## src/rtl/rippleadd_pkg.sv

```systemverilog
// Shared definitions for the chunked sequential ripple adder: FSM state encoding.
package rippleadd_pkg;

  typedef logic [1:0] state_t;

  localparam state_t ST_IDLE = 2'd0;
  localparam state_t ST_RUN  = 2'd1;
  localparam state_t ST_DONE = 2'd2;

endpackage

```

## src/rtl/seq_rippleadd_chunk_add.sv

```systemverilog
// Combinational CHUNK-bit ripple-carry adder built from a chain of full adders.
module chunk_add #(
  parameter int CHUNK = 4
) (
  input  logic [CHUNK-1:0] i_a,
  input  logic [CHUNK-1:0] i_b,
  input  logic             i_cin,
  output logic [CHUNK-1:0] o_sum,
  output logic             o_cout
);

  logic [CHUNK:0] w_c;

  assign w_c[0] = i_cin;

  for (genvar g = 0; g < CHUNK; g++) begin : g_fa
    assign o_sum[g]  = i_a[g] ^ i_b[g] ^ w_c[g];
    assign w_c[g+1]  = (i_a[g] & i_b[g]) | (w_c[g] & (i_a[g] ^ i_b[g]));
  end

  assign o_cout = w_c[CHUNK];

endmodule

```

## src/rtl/seq_rippleadd.sv

```systemverilog
// Sequential adder: CHUNK bits per cycle, carry held in a register between chunks.
// Optional subtract (a + ~b + 1) is compiled in when RIPPLE_SUB_EN is defined.
module seq_rippleadd
  import rippleadd_pkg::*;
#(
  parameter int WIDTH = 16,
  parameter int CHUNK = 4
) (
  input  logic             clk,
  input  logic             rst,
  input  logic             in_valid,
  output logic             in_ready,
  input  logic [WIDTH-1:0] a,
  input  logic [WIDTH-1:0] b,
`ifdef RIPPLE_SUB_EN
  input  logic             sub,
`endif
  output logic             out_valid,
  input  logic             out_ready,
  output logic [WIDTH:0]   sum,
  output logic             busy,
  output state_t           dbg_state
);

  // Handshake: a transfer happens on a rising edge where valid and ready are both high.
  // in_ready is high only in IDLE; out_valid is high only in DONE.

  localparam int NCHUNK = WIDTH / CHUNK;
  localparam int CNT_W  = (NCHUNK > 1) ? $clog2(NCHUNK) : 1;
  localparam logic [CNT_W-1:0] LAST_CNT = CNT_W'(NCHUNK - 1);

  state_t           r_state;
  logic [WIDTH-1:0] r_a;
  logic [WIDTH-1:0] r_b;
  logic             r_carry;
  logic [CNT_W-1:0] r_cnt;
  logic [WIDTH:0]   r_sum;

  logic             w_sub;
  logic [CHUNK-1:0] w_sum_chunk;
  logic             w_cout;
  logic [WIDTH-1:0] w_sum_next;

`ifdef RIPPLE_SUB_EN
  assign w_sub = sub;
`else
  assign w_sub = 1'b0;
`endif

  chunk_add #(.CHUNK(CHUNK)) u_chunk_add (
    .i_a    (r_a[CHUNK-1:0]),
    .i_b    (r_b[CHUNK-1:0]),
    .i_cin  (r_carry),
    .o_sum  (w_sum_chunk),
    .o_cout (w_cout)
  );

  // Operands shift right and result chunks shift in from the top, so the
  // low chunk of each operand register is always the one being added.
  assign w_sum_next = (r_sum[WIDTH-1:0] >> CHUNK) | (WIDTH'(w_sum_chunk) << (WIDTH - CHUNK));

  always_ff @(posedge clk) begin
    if (rst) begin
      r_state <= ST_IDLE;
      r_a     <= '0;
      r_b     <= '0;
      r_carry <= 1'b0;
      r_cnt   <= '0;
      r_sum   <= '0;
    end else begin
      case (r_state)
        ST_IDLE: begin
          if (in_valid) begin
            r_a     <= a;
            r_b     <= w_sub ? ~b : b;
            r_carry <= w_sub;
            r_cnt   <= '0;
            r_sum   <= '0;
            r_state <= ST_RUN;
          end
        end
        ST_RUN: begin
          r_a              <= r_a >> CHUNK;
          r_b              <= r_b >> CHUNK;
          r_carry          <= w_cout;
          r_sum[WIDTH-1:0] <= w_sum_next;
          if (r_cnt == LAST_CNT) begin
            r_sum[WIDTH] <= w_cout;
            r_cnt        <= '0;
            r_state      <= ST_DONE;
          end else begin
            r_cnt <= r_cnt + CNT_W'(1);
          end
        end
        ST_DONE: begin
          if (out_ready) r_state <= ST_IDLE;
        end
        default: r_state <= ST_IDLE;
      endcase
    end
  end

  assign in_ready  = (r_state == ST_IDLE);
  assign out_valid = (r_state == ST_DONE);
  assign busy      = (r_state != ST_IDLE);
  assign sum       = r_sum;
  assign dbg_state = r_state;

endmodule
```

## config.mk

```make
export PLATFORM = sky130hd
export DESIGN_NAME = seq_rippleadd
export DESIGN_NICKNAME = d
export VERILOG_FILES = /design/src/rtl/rippleadd_pkg.sv /design/src/rtl/seq_rippleadd_chunk_add.sv /design/src/rtl/seq_rippleadd.sv
export SDC_FILE = /design/constraint.sdc
export NUM_CORES = 1
export LEC_CHECK = 0
export ABC_AREA = 1
export CORE_MARGIN = 10
export CORE_UTILIZATION = 23
export CTS_BUF_LIST = sky130_fd_sc_hd__clkbuf_8
export CTS_CLUSTER_SIZE = 14
export DETAILED_ROUTE_END_ITERATION = 10
export GPL_TIMING_DRIVEN = 0
export PLACE_DENSITY = 0.41
export SYNTH_ARGS = -nofsm -noshare
export SYNTH_HDL_FRONTEND = slang
export SYNTH_SLANG_ARGS = --single-unit
```

## constraint.sdc

```tcl
create_clock -name clk -period 2.5 [get_ports clk]
set_input_delay 0.5 -clock clk [delete_from_list [all_inputs] [get_ports clk]]
set_output_delay 0.5 -clock clk [all_outputs]
set_load 0.01 [all_outputs]
```

==> results.yml <==
sta:
  max-slew-margin-rel_pct: 62.1
  period_share_pct: 93.6
  skew_ps: 13.0
  worst_pin_slew_ps: 568
  grt_setup_unrepaired: "false"
  fin_setup_tns_ps: 0
  finalMaxSlewViolations: 0
  fin_crit_ps: 2340
  finalHoldViolations: 0
  max_freq_mhz: 427
  hold-worst-slack_ps: 467
  setup_violations: 0
layout:
  finalInstanceArea_sq_um: 3390
  final_common_cell: "nand2_1"
  final_nets: 492
  layout_common_cells: "nand2_1 (143), inv_1 (66), clkdlybuf4s50_1 (56)"
  layout-drive-gt1-share_pct: 6.42
  antenna_cells: 0
  final_util_pct: 31.1
  syn_to_final_growth_pct: 32.4
  nFillCells: 1246
logic_synthesis:
  syn_inst: 388
  synth_cell_types: 17
  syn-num-nets: 429
  syn_area_sq_um: 2560
  syn_area_per_cell_sq_um: 6.60
  yosys_warnings: 0
  synth-seq-cells: 54
  seq_area_frac_synth_pct: 42.2
global_route:
  grt_pass1_vias: 2458
  grtUsageMet2_pct: 14.9
  met3_usage_pct: 2.70
  antenna_found_initial: 0
  grtUsageTotal_pct: 9.02
  grt_overflow: 0
  grt_max_degree: 19
  grt_use_met1_pct: 11.2
  grt_pass1_wl_mm: 12.0
  grt-busiest-layer: "met2"
die:
  die_y_um: 126
  core_sq_um: 10900
  io_pins: 58
  die_w_um: 126
  initial_core_util_pct: 23.5
  dieArea_sq_um: 15800
  num_rows: 38
critical_path:
  path_buf_inv: 3
  crit_path_start_kind: "flop"
  arrival_ps: 1840
  cpPeakStageDelay_ps: 590
  crit_chain: "buf_4 -> nor2_1 -> buf_2 -> clkdlybuf4s50_1"
  path_class: "reg2out"
  cp_slowest_cell: "clkdlybuf4s50_1"
  crit_required_ps: 2000
  worstPathMaxFanout: 10
  path_delay_family: "buffers and inverters"
  endpoint_kind: "primary output"
route:
  avgRoutedWirePerCell_um: 11.8
  postRouteAntennaNets: 0
  vias: 2341
  wl_mm: 7.01
  drc: 0
  via_per_inst: 3.95
  first_pass_iters: 4
  drt-initial-drc-count: 105
clock_network:
  clock_path_buffers: 2
  holdBufCountCts: 0
  cts_tree: "done"
  cts.reportedPaths.clkPinSlew_ps: 110
  cts_inserted_buffers: 5
  cts_setup_buffers: 0
  cts_htree_levels: 2
  clock_latency_ps: 320
  cts.sinks: 54
  cts_resized: 0
  cts_root_buf: "clkbuf_8"
outcome:
  run_status: "finished, final reports clean"
place:
  place.gp.congestion: 0.727
  place_area_sq_um: 3300
  hpwl_mm: 5.28
  io_buffer_count: 56
job:
  maxCapViolCount: 0
power_and_ir_drop:
  finalPower_w: 0.00186
  p_per_area_nw_per_um2: 549
  p_leak_nw: 1.51
  ir_drop_mv: 0.232
worst_hold_path:
  hold_class: "reg2reg"
[worst min-delay path: cells and delay by family, from the launching register on]
family / cells / cell delay [ps]
flops: 1 / 320
simple gates: 1 / 60
compound gates: 1 / 50
[metrics by stage]
| stage | cells | worst slack [ps] |
|---|---|---|
| floorplan | 388 | 398 |
| global placement | 584 | 314 |
| detailed placement | 584 | 307 |
| CTS | 592 | 124 |
| global route | 592 | 42.9 |
| finish | 592 | 161 |
[final timing paths]
path | cells past startpoint | start | end | slack (ps)
worst max-delay path | 4 | dbg_state[0]$_SDFFE_PP0P_ | in_ready | 160
worst min-delay path | 2 | r_a[15]$_SDFFE_PP0P_ | r_a[15]$_SDFFE_PP0P_ | 470
worst max register to register | 10 | r_a[0]$_SDFFE_PP0P_ | sum[15]$_SDFFE_PP0P_ | 300
worst min register to register | 2 | r_a[15]$_SDFFE_PP0P_ | r_a[15]$_SDFFE_PP0P_ | 470
[sequential cells by signal, indices dropped and copies added (netlist names)]
signal / flops
sum: 17
r_a: 16
r_b: 16
dbg_state: 2
r_cnt: 2
r_carry: 1
[report_power, final]
group	total [W]	switching (W)	internal, W
clock	0.000525	0.000322	0.000203
sequential	0.000942	0.0000238	0.000918
combinational	0.000393	0.000218	0.000175
[area by class of cell]
type | count | area [sq um] | share of cell area (%)
multi-input cells | 245 | 1090 | 32.1
flip-flops and latches | 54 | 1080 | 31.9
repair buffers | 56 | 561 | 16.5
inverters | 68 | 256 | 7.56
well taps | 140 | 175 | 5.17
plain buffers | 21 | 135 | 3.99
clock buffers | 5 | 68.8 | 2.03
clock inverters | 3 | 25.0 | 0.738
[cell usage after synthesis]
| cell type | number | area (sq um) |
|---|---|---|
| nor2_1 | 30 | 113 |
| inv_1 | 66 | 248 |
| buf_6 | 4 | 45.0 |
| a21oi_1 | 54 | 270 |
| buf_2 | 9 | 45.0 |
| dfxtp_1 | 54 | 1080 |
| fa_1 | 4 | 80.1 |
| ha_1 | 1 | 12.5 |
| clkinv_2 | 1 | 5.00 |
| o21ai_2 | 1 | 8.76 |
| nand2_4 | 1 | 11.3 |
| inv_2 | 1 | 3.75 |
| clkbuf_1 | 4 | 15.0 |
| nand2_1 | 143 | 537 |
| buf_4 | 4 | 30.0 |
| or2_0 | 1 | 6.26 |
| nand3_1 | 10 | 50.1 |
[metal layers]
metal / vias to the layer above / wire length [um]
li1: 1271 / -
met1: 1023 / 3400
met2: 42 / 3190
met3: 5 / 371
met4: 0 / 48
met5: - / 0
[kinds of logic (layout without fill, tap and decap cells)]
logic type	after synthesis	count (layout)	share of synthesized area, %
buffers and inverters	89	153	15.3
DFF	54	54	42.2
adders and majority gates	5	5	3.62
AOI/OAI and AO/OA	55	55	10.9
and+or+nand+nor	185	185	28.0
No activity file was read; power rests on OpenSTA's default activity.
